`src/rtl/time_alarm_if.sv`:
```
// Control and display bundle between the UI sequencer and the time/alarm core.
// The master drives edit/commit controls; the slave returns the display digits and status.
interface time_alarm_if;
  logic       increment_seconds_en;
  logic       increment_minutes_en;
  logic       increment_hours_en;
  logic       load_time_en;
  logic       set_alarm_mode;
  logic [2:0] display_mode_in;
  logic       alarm_en;
  logic       alarm_ack;
  logic [4:0] disp_hours;
  logic [5:0] disp_minutes;
  logic [5:0] disp_seconds;
  logic       sec_tick;
  logic       alarm_active;

  modport master (
    output increment_seconds_en, increment_minutes_en, increment_hours_en,
           load_time_en, set_alarm_mode, display_mode_in, alarm_en, alarm_ack,
    input  disp_hours, disp_minutes, disp_seconds, sec_tick, alarm_active
  );

  modport slave (
    input  increment_seconds_en, increment_minutes_en, increment_hours_en,
           load_time_en, set_alarm_mode, display_mode_in, alarm_en, alarm_ack,
    output disp_hours, disp_minutes, disp_seconds, sec_tick, alarm_active
  );
endinterface

```
`src/rtl/time_alarm_core.sv`:
```
// Live HH:MM:SS clock with editable shadow time, alarm compare/ring timer and display mux.
//
// state     | meaning
// ----------+-------------------------------------------------------
// ALM_IDLE  | alarm silent, waiting for a tick that lands on alarm time
// ALM_RING  | alarm_active high, ring counter counting sec_ticks
module time_alarm_core #(
  parameter int TICK_DIV   = 100_000_000,
  parameter int ALARM_SECS = 60
) (
  input logic        sys_clk,
  input logic        rst,
  time_alarm_if.slave bus
);
  localparam int PW = $clog2(TICK_DIV);
  localparam int RW = $clog2(ALARM_SECS + 1);
  localparam logic [PW-1:0] PRE_LAST  = PW'(TICK_DIV - 1);
  localparam logic [RW-1:0] RING_LAST = RW'(ALARM_SECS - 1);

  typedef enum logic {ALM_IDLE, ALM_RING} alm_state_t;

  logic [PW-1:0] pre_cnt;
  logic          sec_tick;
  logic [4:0]    live_hh, shd_hh, alm_hh, tick_hh;
  logic [5:0]    live_mm, shd_mm, alm_mm, tick_mm;
  logic [5:0]    live_ss, shd_ss, tick_ss;
  logic [RW-1:0] ring_cnt;
  logic          ring_clr, ring_inc, alarm_hit, tick_go;
  alm_state_t    alm_state, alm_next;

  function automatic logic [5:0] inc60(input logic [5:0] v);
    return (v == 6'd59) ? 6'd0 : v + 6'd1;
  endfunction

  function automatic logic [4:0] inc24(input logic [4:0] v);
    return (v == 5'd23) ? 5'd0 : v + 5'd1;
  endfunction

  // A commit wins over a coincident second increment.
  assign tick_go = sec_tick && !bus.load_time_en;

  always_comb begin
    tick_ss = inc60(live_ss);
    tick_mm = (live_ss == 6'd59) ? inc60(live_mm) : live_mm;
    tick_hh = (live_ss == 6'd59 && live_mm == 6'd59) ? inc24(live_hh) : live_hh;
  end

  assign alarm_hit = tick_go && bus.alarm_en && (tick_hh == alm_hh) &&
                     (tick_mm == alm_mm) && (tick_ss == 6'd0);

  always_ff @(posedge sys_clk or posedge rst) begin
    if (rst) begin
      pre_cnt  <= '0;
      sec_tick <= 1'b0;
    end else begin
      sec_tick <= (pre_cnt == PRE_LAST) && !bus.load_time_en;
      if (bus.load_time_en || pre_cnt == PRE_LAST) pre_cnt <= '0;
      else                                         pre_cnt <= pre_cnt + 1'b1;
    end
  end

  always_ff @(posedge sys_clk or posedge rst) begin
    if (rst) begin
      live_hh <= '0;
      live_mm <= '0;
      live_ss <= '0;
    end else if (bus.load_time_en) begin
      live_hh <= shd_hh;
      live_mm <= shd_mm;
      live_ss <= shd_ss;
    end else if (sec_tick) begin
      live_hh <= tick_hh;
      live_mm <= tick_mm;
      live_ss <= tick_ss;
    end
  end

  // Shadow follows live in the normal display mode; edits never carry between fields.
  always_ff @(posedge sys_clk or posedge rst) begin
    if (rst) begin
      shd_hh <= '0;
      shd_mm <= '0;
      shd_ss <= '0;
    end else if (bus.display_mode_in == 3'b000) begin
      shd_hh <= live_hh;
      shd_mm <= live_mm;
      shd_ss <= live_ss;
    end else if (!bus.set_alarm_mode) begin
      if (bus.increment_hours_en)   shd_hh <= inc24(shd_hh);
      if (bus.increment_minutes_en) shd_mm <= inc60(shd_mm);
      if (bus.increment_seconds_en) shd_ss <= inc60(shd_ss);
    end
  end

  always_ff @(posedge sys_clk or posedge rst) begin
    if (rst) begin
      alm_hh <= '0;
      alm_mm <= '0;
    end else if (bus.set_alarm_mode) begin
      if (bus.increment_hours_en)   alm_hh <= inc24(alm_hh);
      if (bus.increment_minutes_en) alm_mm <= inc60(alm_mm);
    end
  end

  always_ff @(posedge sys_clk or posedge rst) begin
    if (rst) begin
      alm_state <= ALM_IDLE;
      ring_cnt  <= '0;
    end else begin
      alm_state <= alm_next;
      if (ring_clr)      ring_cnt <= '0;
      else if (ring_inc) ring_cnt <= ring_cnt + 1'b1;
    end
  end

  // Silencing (ack or disarm) takes priority, so an ack on the trigger cycle keeps it quiet.
  always_comb begin
    alm_next = alm_state;
    ring_clr = 1'b0;
    ring_inc = 1'b0;
    if (!bus.alarm_en || bus.alarm_ack) begin
      alm_next = ALM_IDLE;
    end else if (alarm_hit) begin
      alm_next = ALM_RING;
      ring_clr = 1'b1;
    end else if (alm_state == ALM_RING && sec_tick) begin
      if (ring_cnt == RING_LAST) alm_next = ALM_IDLE;
      else                       ring_inc = 1'b1;
    end
  end

  always_comb begin
    bus.disp_hours   = live_hh;
    bus.disp_minutes = live_mm;
    bus.disp_seconds = live_ss;
    case (bus.display_mode_in)
      3'b001, 3'b010: begin
        bus.disp_hours   = shd_hh;
        bus.disp_minutes = shd_mm;
        bus.disp_seconds = shd_ss;
      end
      3'b011, 3'b100: begin
        bus.disp_hours   = alm_hh;
        bus.disp_minutes = alm_mm;
        bus.disp_seconds = 6'd0;
      end
      default: ;
    endcase
  end

  assign bus.sec_tick     = sec_tick;
  assign bus.alarm_active = (alm_state == ALM_RING);
endmodule

```
`src/flat_wrapper.sv`:
```
// flat-port wrapper written by rule: the top's interface ports become plain ports
module time_alarm_core_flat 
#(
  parameter int TICK_DIV   = 100_000_000,
  parameter int ALARM_SECS = 60
)
  (sys_clk, rst, bus_increment_seconds_en, bus_increment_minutes_en, bus_increment_hours_en, bus_load_time_en, bus_set_alarm_mode, bus_display_mode_in, bus_alarm_en, bus_alarm_ack, bus_disp_hours, bus_disp_minutes, bus_disp_seconds, bus_sec_tick, bus_alarm_active);
  time_alarm_if bus_i ();
  input logic sys_clk;
  input logic rst;
  input wire logic [$bits(bus_i.increment_seconds_en)-1:0] bus_increment_seconds_en;
  input wire logic [$bits(bus_i.increment_minutes_en)-1:0] bus_increment_minutes_en;
  input wire logic [$bits(bus_i.increment_hours_en)-1:0] bus_increment_hours_en;
  input wire logic [$bits(bus_i.load_time_en)-1:0] bus_load_time_en;
  input wire logic [$bits(bus_i.set_alarm_mode)-1:0] bus_set_alarm_mode;
  input wire logic [$bits(bus_i.display_mode_in)-1:0] bus_display_mode_in;
  input wire logic [$bits(bus_i.alarm_en)-1:0] bus_alarm_en;
  input wire logic [$bits(bus_i.alarm_ack)-1:0] bus_alarm_ack;
  output wire logic [$bits(bus_i.disp_hours)-1:0] bus_disp_hours;
  output wire logic [$bits(bus_i.disp_minutes)-1:0] bus_disp_minutes;
  output wire logic [$bits(bus_i.disp_seconds)-1:0] bus_disp_seconds;
  output wire logic [$bits(bus_i.sec_tick)-1:0] bus_sec_tick;
  output wire logic [$bits(bus_i.alarm_active)-1:0] bus_alarm_active;
  assign bus_i.increment_seconds_en = bus_increment_seconds_en;
  assign bus_i.increment_minutes_en = bus_increment_minutes_en;
  assign bus_i.increment_hours_en = bus_increment_hours_en;
  assign bus_i.load_time_en = bus_load_time_en;
  assign bus_i.set_alarm_mode = bus_set_alarm_mode;
  assign bus_i.display_mode_in = bus_display_mode_in;
  assign bus_i.alarm_en = bus_alarm_en;
  assign bus_i.alarm_ack = bus_alarm_ack;
  assign bus_disp_hours = bus_i.disp_hours;
  assign bus_disp_minutes = bus_i.disp_minutes;
  assign bus_disp_seconds = bus_i.disp_seconds;
  assign bus_sec_tick = bus_i.sec_tick;
  assign bus_alarm_active = bus_i.alarm_active;
  time_alarm_core #(.TICK_DIV(TICK_DIV), .ALARM_SECS(ALARM_SECS)) u_core (.sys_clk(sys_clk), .rst(rst), .bus(bus_i));
endmodule
```
`config.mk`:
```
export PLATFORM = sky130hd
export DESIGN_NAME = time_alarm_core_flat
export DESIGN_NICKNAME = d
export VERILOG_FILES = /design/src/rtl/time_alarm_if.sv /design/src/rtl/time_alarm_core.sv /design/src/flat_wrapper.sv
export SDC_FILE = /design/constraint.sdc
export NUM_CORES = 1
export LEC_CHECK = 0
export ABC_AREA = 1
export BUFFER_PORTS_ARGS = -buffer_cell sky130_fd_sc_hd__buf_2
export CAP_MARGIN = 10
export CORE_ASPECT_RATIO = 0.9
export CORE_MARGIN = 2
export CORE_UTILIZATION = 65
export DETAILED_ROUTE_END_ITERATION = 10
export GPL_ROUTABILITY_DRIVEN = 0
export GPL_TIMING_DRIVEN = 0
export HOLD_SLACK_MARGIN = 0.08
export PLACE_DENSITY = 0.81
export REMOVE_ABC_BUFFERS = 1
export SYNTH_ARGS = -nofsm -noshare
export SYNTH_HDL_FRONTEND = slang
export SYNTH_SLANG_ARGS = --single-unit
```
`constraint.sdc`:
```
create_clock -name sys_clk -period 4.46 [get_ports sys_clk]
set_input_delay 0.446 -clock sys_clk [delete_from_list [all_inputs] [get_ports sys_clk]]
set_output_delay 0.446 -clock sys_clk [all_outputs]
set_load 0.01 [all_outputs]
```
==> flow_metrics.env, run 1 <==
export IMPL_worst_slack_ns=1.04
export IMPL_fp_row_count=30
export IMPL_coreArea_sq_um=7540
export IMPL_cts_resized=0
export IMPL_synth_warnings=0
export IMPL_synth_cell_types=40
export IMPL_hpwlAfterDp_um=9450
export IMPL_cts_max_path_buffers=2
export IMPL_drt_total_wl_um=13200
export IMPL_maxCapViolations=0
export IMPL_synth_top_flop_cell="dfrtp_1"
export IMPL_ant_nets=0
export IMPL_cp_arrival_ns=2.97
export IMPL_post_route_drc_count=0
export IMPL_fin_nets=735
export IMPL_drv_slew=0
export IMPL_groute_usage_overall_pct=32.0
export IMPL_yosysSeqAreaShare_pct=39.5
export IMPL_antenna_found_initial=0
export IMPL_layout_drive_gt1_share_pct=9.34
export IMPL_synth_edf_count=0
export IMPL_p_leak_nw=2.63
export IMPL_slew_headroom_pct=44.0
export IMPL_first_iter_violations=541
export IMPL_die_h_um=87.7
export IMPL_worst_setup_path_end_kind="output port"
export IMPL_placed_area_sq_um=5300
export IMPL_status="finished, final reports clean"
export IMPL_initial_core_util_pct=67.1
export IMPL_avgSynthCellArea_sq_um=7.44
export IMPL_h_tree_depth=3
export IMPL_hold_class="primary input to flip-flop"
export IMPL_clock_latency_ns=0.36
export IMPL_period_share_pct=76.6
export IMPL_viasPerCell=6.18
export IMPL_syn_cell_area_sq_um=5060
export IMPL_cts_tree="built"
export IMPL_grt_pass1_wl_um=21900
export IMPL_rsz0062_at_grt="false"
export IMPL_synthCells=681
export IMPL_synthArstFlopShare_pct=100
export IMPL_num_antenna_cells=0
export IMPL_setup_viol=0
export IMPL_clkTransAtPathRegs_ns=0.09
export IMPL_power_density_nw_per_um2=476
export IMPL_path_class="primary input to output port"
export IMPL_fin_skew_ns=0.0120
export IMPL_max_vdd_ir_drop_mv=0.248
export IMPL_dr_total_vias=5023
export IMPL_die_area_sq_um=8510
export IMPL_design_area_sq_um=5530
export IMPL_firstDrtPassIters=5
export IMPL_hold_worst_slack_ns=0.381
export IMPL_wl_per_cell_um=16.2
export IMPL_grt_pass1_vias=4696
export IMPL_start_kind="primary input"
export IMPL_hold_viol_final=0
export IMPL_syn_to_final_growth_pct=9.29
export IMPL_port_buffers=30
export IMPL_cts_root_buf="clkbuf_8"
export IMPL_critPathMaxFanout=17
export IMPL_final_common_cell="nand2_1"
export IMPL_chipWidth_um=97.0
export IMPL_pin_count=31
export IMPL_nFillCells=610
export IMPL_fmax_ghz=0.293
export IMPL_post_cts_buffers=0
export IMPL_grt_overflow_total=0
export IMPL_min_period_ns=3.42
export IMPL_cts_sinks=80
export IMPL_finalSetupTns_ns=0
export IMPL_required_ns=4.01
export IMPL_finalPower_w=0.00263
export IMPL_cts_buffers_inserted=9
export IMPL_grt_max_degree=64
export IMPL_yosys_register_bits=80
export IMPL_worst_slew_pin_slew_ns=0.839
export IMPL_final_cell_mix="140 x nand2_1, 97 x inv_1, 80 x dfrtp_1"
export IMPL_place_ws_ns=1.22
cells by family (layout without fill, tap and decap cells):
family	after synthesis	in the layout	share of synthesized area (%)
buffers and inverters	120	156	9.27
adder cells (fa/ha/maj)	11	11	2.72
AO/OA/AOI/OAI	108	108	14.0
flip-flops	80	80	39.5
XOR/XNOR	23	23	3.98
AND/OR/NAND/NOR	339	339	30.5
routing by layer:
layer  global-route usage, %  wire, um  share of wire, %  vias to the layer above
met5                       0         0                 0                        -
met4                    13.7       362               2.7                        0
met3                    6.94      1250               9.5                       38
met2                    51.5      6140                47                      270
met1                    42.5      5450                41                     2352
li1                        -         -                 -                     2363
power by group:
part           switching [W]  internal [W]  leakage, nW
logic               0.000562      0.000351         1.50
clock network       0.000278      0.000316        0.104
registers           0.000231      0.000894         1.03
total                0.00107       0.00156         2.63
synth_stat cells, drive strengths merged (6+ instances only):
master  number  area, sq um
nand2      143          549
inv        102          383
dfrtp       80         2000
nor2        76          308
nand3       68          360
o21ai       35          175
o221ai      28          245
nand4       22          144
nor3        18         95.1
xor2        18          158
a21oi       16         80.1
a22oi       14          105
ha          11          138
clkbuf       8         30.0
nor4         7         50.1
buf          6         41.3
o22ai        6         37.5
through the flow:
| step | utilization [%] | std cells |
|---|---|---|
| after floorplan | - | 667 |
| after global placement | 69.8 | 793 |
| after detailed placement | 70.2 | 795 |
| after CTS | 73.2 | 812 |
| after global routing | 73.3 | 813 |
| final | 73.3 | 813 |
worst max-delay path, cell delays in order:
cell      delay [ns]
buf_2           0.10
inv_1           0.08
nand2_1         0.07
nor2_1          0.15
clkinv_1        0.57
nand2_1         0.55
clkinv_1        0.49
nand2_1         0.16
o221ai_1        0.17
buf_2           0.20
repair_timing:
item,CTS,global route
hold endpoints to repair,17,0
hold buffers,1,0
setup endpoints to repair,0,0
path summary, 6_finish.rpt:
path | from | endpoint | slack, ns | cells after the start
max in group asynchronous | rst | u_core.shd_hh[0] | 3.30 | 4
worst max-delay path | bus_display_mode_in[2] | bus_disp_minutes[1] | 1.04 | 10
worst min-delay path | bus_increment_seconds_en | u_core.shd_ss[1] | 0.38 | 3
min in group asynchronous | rst | u_core.ring_cnt[4] | 0.57 | 3
worst min register to register | u_core.pre_cnt[0] | u_core.pre_cnt[0] | 0.54 | 1
worst max register to register | u_core.pre_cnt[0] | u_core.pre_cnt[20] | 1.66 | 12
area by class of cell:
class / instances / area, sq um / share of cell area [%]
multi-input cells: 481 / 2590 / 46.8
flip-flops and latches: 80 / 2000 / 36.2
inverters: 106 / 400 / 7.23
repair buffers: 34 / 206 / 3.73
clock buffers: 11 / 131 / 2.37
well taps: 96 / 120 / 2.17
clock inverters: 5 / 81.3 / 1.47
state kept, by name, indices dropped and copies added (netlist names), 5 cells and up:
name / cells
u_core.shd_ss: 6
u_core.live_ss: 6
u_core.shd_hh: 5
u_core.alm_mm: 6
u_core.ring_cnt: 6
u_core.shd_mm: 6
u_core.live_mm: 6
u_core.pre_cnt: 27
u_core.live_hh: 5
u_core.alm_hh: 5
No activity file was read; power rests on OpenSTA's default activity.
==> run 2: changes to the inputs <==
--- a/config.mk
+++ b/config.mk
@@ -10,12 +10,12 @@
 export CAP_MARGIN = 10
 export CORE_ASPECT_RATIO = 0.9
 export CORE_MARGIN = 2
-export CORE_UTILIZATION = 65
+export CORE_UTILIZATION = 61
 export DETAILED_ROUTE_END_ITERATION = 10
 export GPL_ROUTABILITY_DRIVEN = 0
 export GPL_TIMING_DRIVEN = 0
 export HOLD_SLACK_MARGIN = 0.08
-export PLACE_DENSITY = 0.81
+export PLACE_DENSITY = 0.77
 export REMOVE_ABC_BUFFERS = 1
 export SYNTH_ARGS = -nofsm -noshare
 export SYNTH_HDL_FRONTEND = slang
==> constraint.sdc (replaced) <==
create_clock -name sys_clk -period 3.3 [get_ports sys_clk]
set_input_delay 0.33 -clock sys_clk [delete_from_list [all_inputs] [get_ports sys_clk]]
set_output_delay 0.33 -clock sys_clk [all_outputs]
set_load 0.01 [all_outputs]
==> run 2 against run 1 <==
Net effect: worst hold slack got worse by 0.093 ns; non-clock buffer count decreased by 1; sequential power increased by 35%; clock power increased by 24%; critical endpoint is now bus_disp_minutes[0].
==> flow_metrics.env, run 2 (synthesis results as in run 1) <==
export IMPL_status="finished, final reports clean"
export IMPL_fin_util_pct=68.2
export IMPL_fp_row_count=31
export IMPL_syn_to_final_growth_pct=8.67
export IMPL_post_cts_buffers=0
export IMPL_post_route_drc_count=0
export IMPL_rr_worst_depth=14
export IMPL_finalPower_w=0.00349
export IMPL_clock_latency_ns=0.37
export IMPL_dr_total_vias=4946
export IMPL_nFillCells=667
export IMPL_hold_viol_final=0
export IMPL_firstDrtPassIters=6
export IMPL_setup_viol=0
export IMPL_slew_headroom_pct=19.3
export IMPL_port_buffers=30
export IMPL_coreArea_sq_um=8070
export IMPL_hold_class="primary input to flip-flop"
export IMPL_cp_arrival_ns=2.78
export IMPL_fin_nets=734
export IMPL_ant_nets=0
export IMPL_worst_setup_path_end_kind="output port"
export IMPL_grt_overflow_total=0
export IMPL_clkTransAtPathRegs_ns=0.08
export IMPL_hp_start="bus_increment_seconds_en"
export IMPL_min_period_ns=3.11
export IMPL_drv_slew=0
export IMPL_power_density_nw_per_um2=634
export IMPL_cts_root_buf="clkbuf_8"
export IMPL_antenna_found_initial=0
export IMPL_rsz0062_at_grt="false"
export IMPL_rrSetupSlack_ns=0.51
export IMPL_period_share_pct=94.2
export IMPL_hpwlAfterDp_um=9500
export IMPL_design_area_sq_um=5500
export IMPL_placed_area_sq_um=5300
export IMPL_grt_max_degree=61
export IMPL_fmax_ghz=0.322
export IMPL_cts_resized=0
export IMPL_wl_per_cell_um=16.2
export IMPL_final_cell_mix="140 x nand2_1, 97 x inv_1, 80 x dfrtp_1"
export IMPL_use_met1_pct=42.5
export IMPL_pin_count=31
export IMPL_p_leak_nw=2.62
export IMPL_die_h_um=90.4
export IMPL_worst_slew_pin_slew_ns=1.21
export IMPL_layout_drive_gt1_share_pct=9.22
export IMPL_use_met2_pct=47.5
export IMPL_met3_usage_pct=5.80
export IMPL_critPathMaxFanout=17
export IMPL_multiInputGateArea_sq_um=2590
export IMPL_final_common_cell="nand2_1"
export IMPL_required_ns=2.97
export IMPL_first_iter_violations=432
export IMPL_viasPerCell=6.07
export IMPL_max_vdd_ir_drop_mv=0.313
export IMPL_grt_pass1_wl_um=22100
export IMPL_largest_register="u_core.pre_cnt"
export IMPL_cts_sinks=80
export IMPL_regArea_sq_um=2000
export IMPL_reg2reg_to="u_core.ring_cnt[2]"
export IMPL_largest_register_ffs=27
export IMPL_h_tree_depth=3
export IMPL_cts_max_path_buffers=2
export IMPL_maxCapViolations=0
export IMPL_hold_buffers=1
export IMPL_drt_total_wl_um=13200
export IMPL_cts_tree="built"
export IMPL_start_kind="primary input"
export IMPL_fin_skew_ns=0.0113
export IMPL_chipWidth_um=100
export IMPL_r2r_start="u_core.live_ss[1]"
export IMPL_groute_usage_overall_pct=30.7
export IMPL_finalSetupTns_ns=0
export IMPL_grt_pass1_vias=4638
export IMPL_num_antenna_cells=0
export IMPL_grt_busiest_layer="met2"
export IMPL_worstHoldEndpoint="u_core.shd_ss[1]"
export IMPL_die_area_sq_um=9050
export IMPL_cts_buffers_inserted=9
export IMPL_initial_core_util_pct=62.8
export IMPL_path_class="primary input to output port"
export IMPL_min_path_cells=3
[run 2: changes by cell type in the layout (fill, tap and decap cells not counted)]
cell        before  now
bufinv_16        2    1
clkinv_2         1    2
buf_6            1    0
clkinv_4         1    2
clkinvlp_4       1    0
[run 2: power breakdown]
part	switching (W)	internal [W]	leakage (nW)	total, W
Combinational	0.000763	0.000475	1.49	0.00124
Sequential	0.000307	0.00121	1.03	0.00152
Clock	0.000385	0.000351	0.0973	0.000736
[run 2: worst max-delay path by stage]
stage	start	endpoint	slack, ns
final	bus_display_mode_in[2]	bus_disp_minutes[0]	0.19
after global routing	bus_display_mode_in[2]	bus_disp_minutes[0]	0.12
after CTS	bus_display_mode_in[2]	bus_disp_minutes[0]	0.35
after detailed placement	bus_display_mode_in[2]	bus_disp_minutes[0]	0.37
after global placement	rst	u_core.live_hh[4]	-0.05
after floorplan	rst	u_core.alm_hh[0]	0.92
[run 2: critical path: stages]
cell and delay [ns]:
buf_2 0.09, inv_1 0.08, nand2_1 0.07, nor2_1 0.13
clkinv_1 0.55, nand2_1 0.52, clkinv_1 0.47, nand2_1 0.17
o221ai_1 0.16, buf_2 0.19
[run 2: layout make-up]
type                    instances  area share (%)
multi-input cells             481            47.1
flip-flops and latches         80            36.4
inverters                     106            7.28
repair buffers                 33            3.55
clock buffers                  11            2.39
well taps                      99            2.25
clock inverters                 5            1.05
[run 2: metrics by stage]
step / setup WS (ns) / hold slack [ns] / std cells
global route: 0.116 / 0.302 / 815
global placement: -0.0523 / 0.505 / 796
finish: 0.191 / 0.288 / 815
detailed placement: 0.367 / 0.308 / 798
floorplan: 0.918 / 0.396 / 667
CTS: 0.348 / 0.272 / 815
[run 2: metal layers]
layer | vias up | share of wire, %
met3 | 32 | 7.3
met2 | 211 | 46
met4 | 0 | 2.4
met1 | 2341 | 44
li1 | 2362 | -
met5 | - | 0
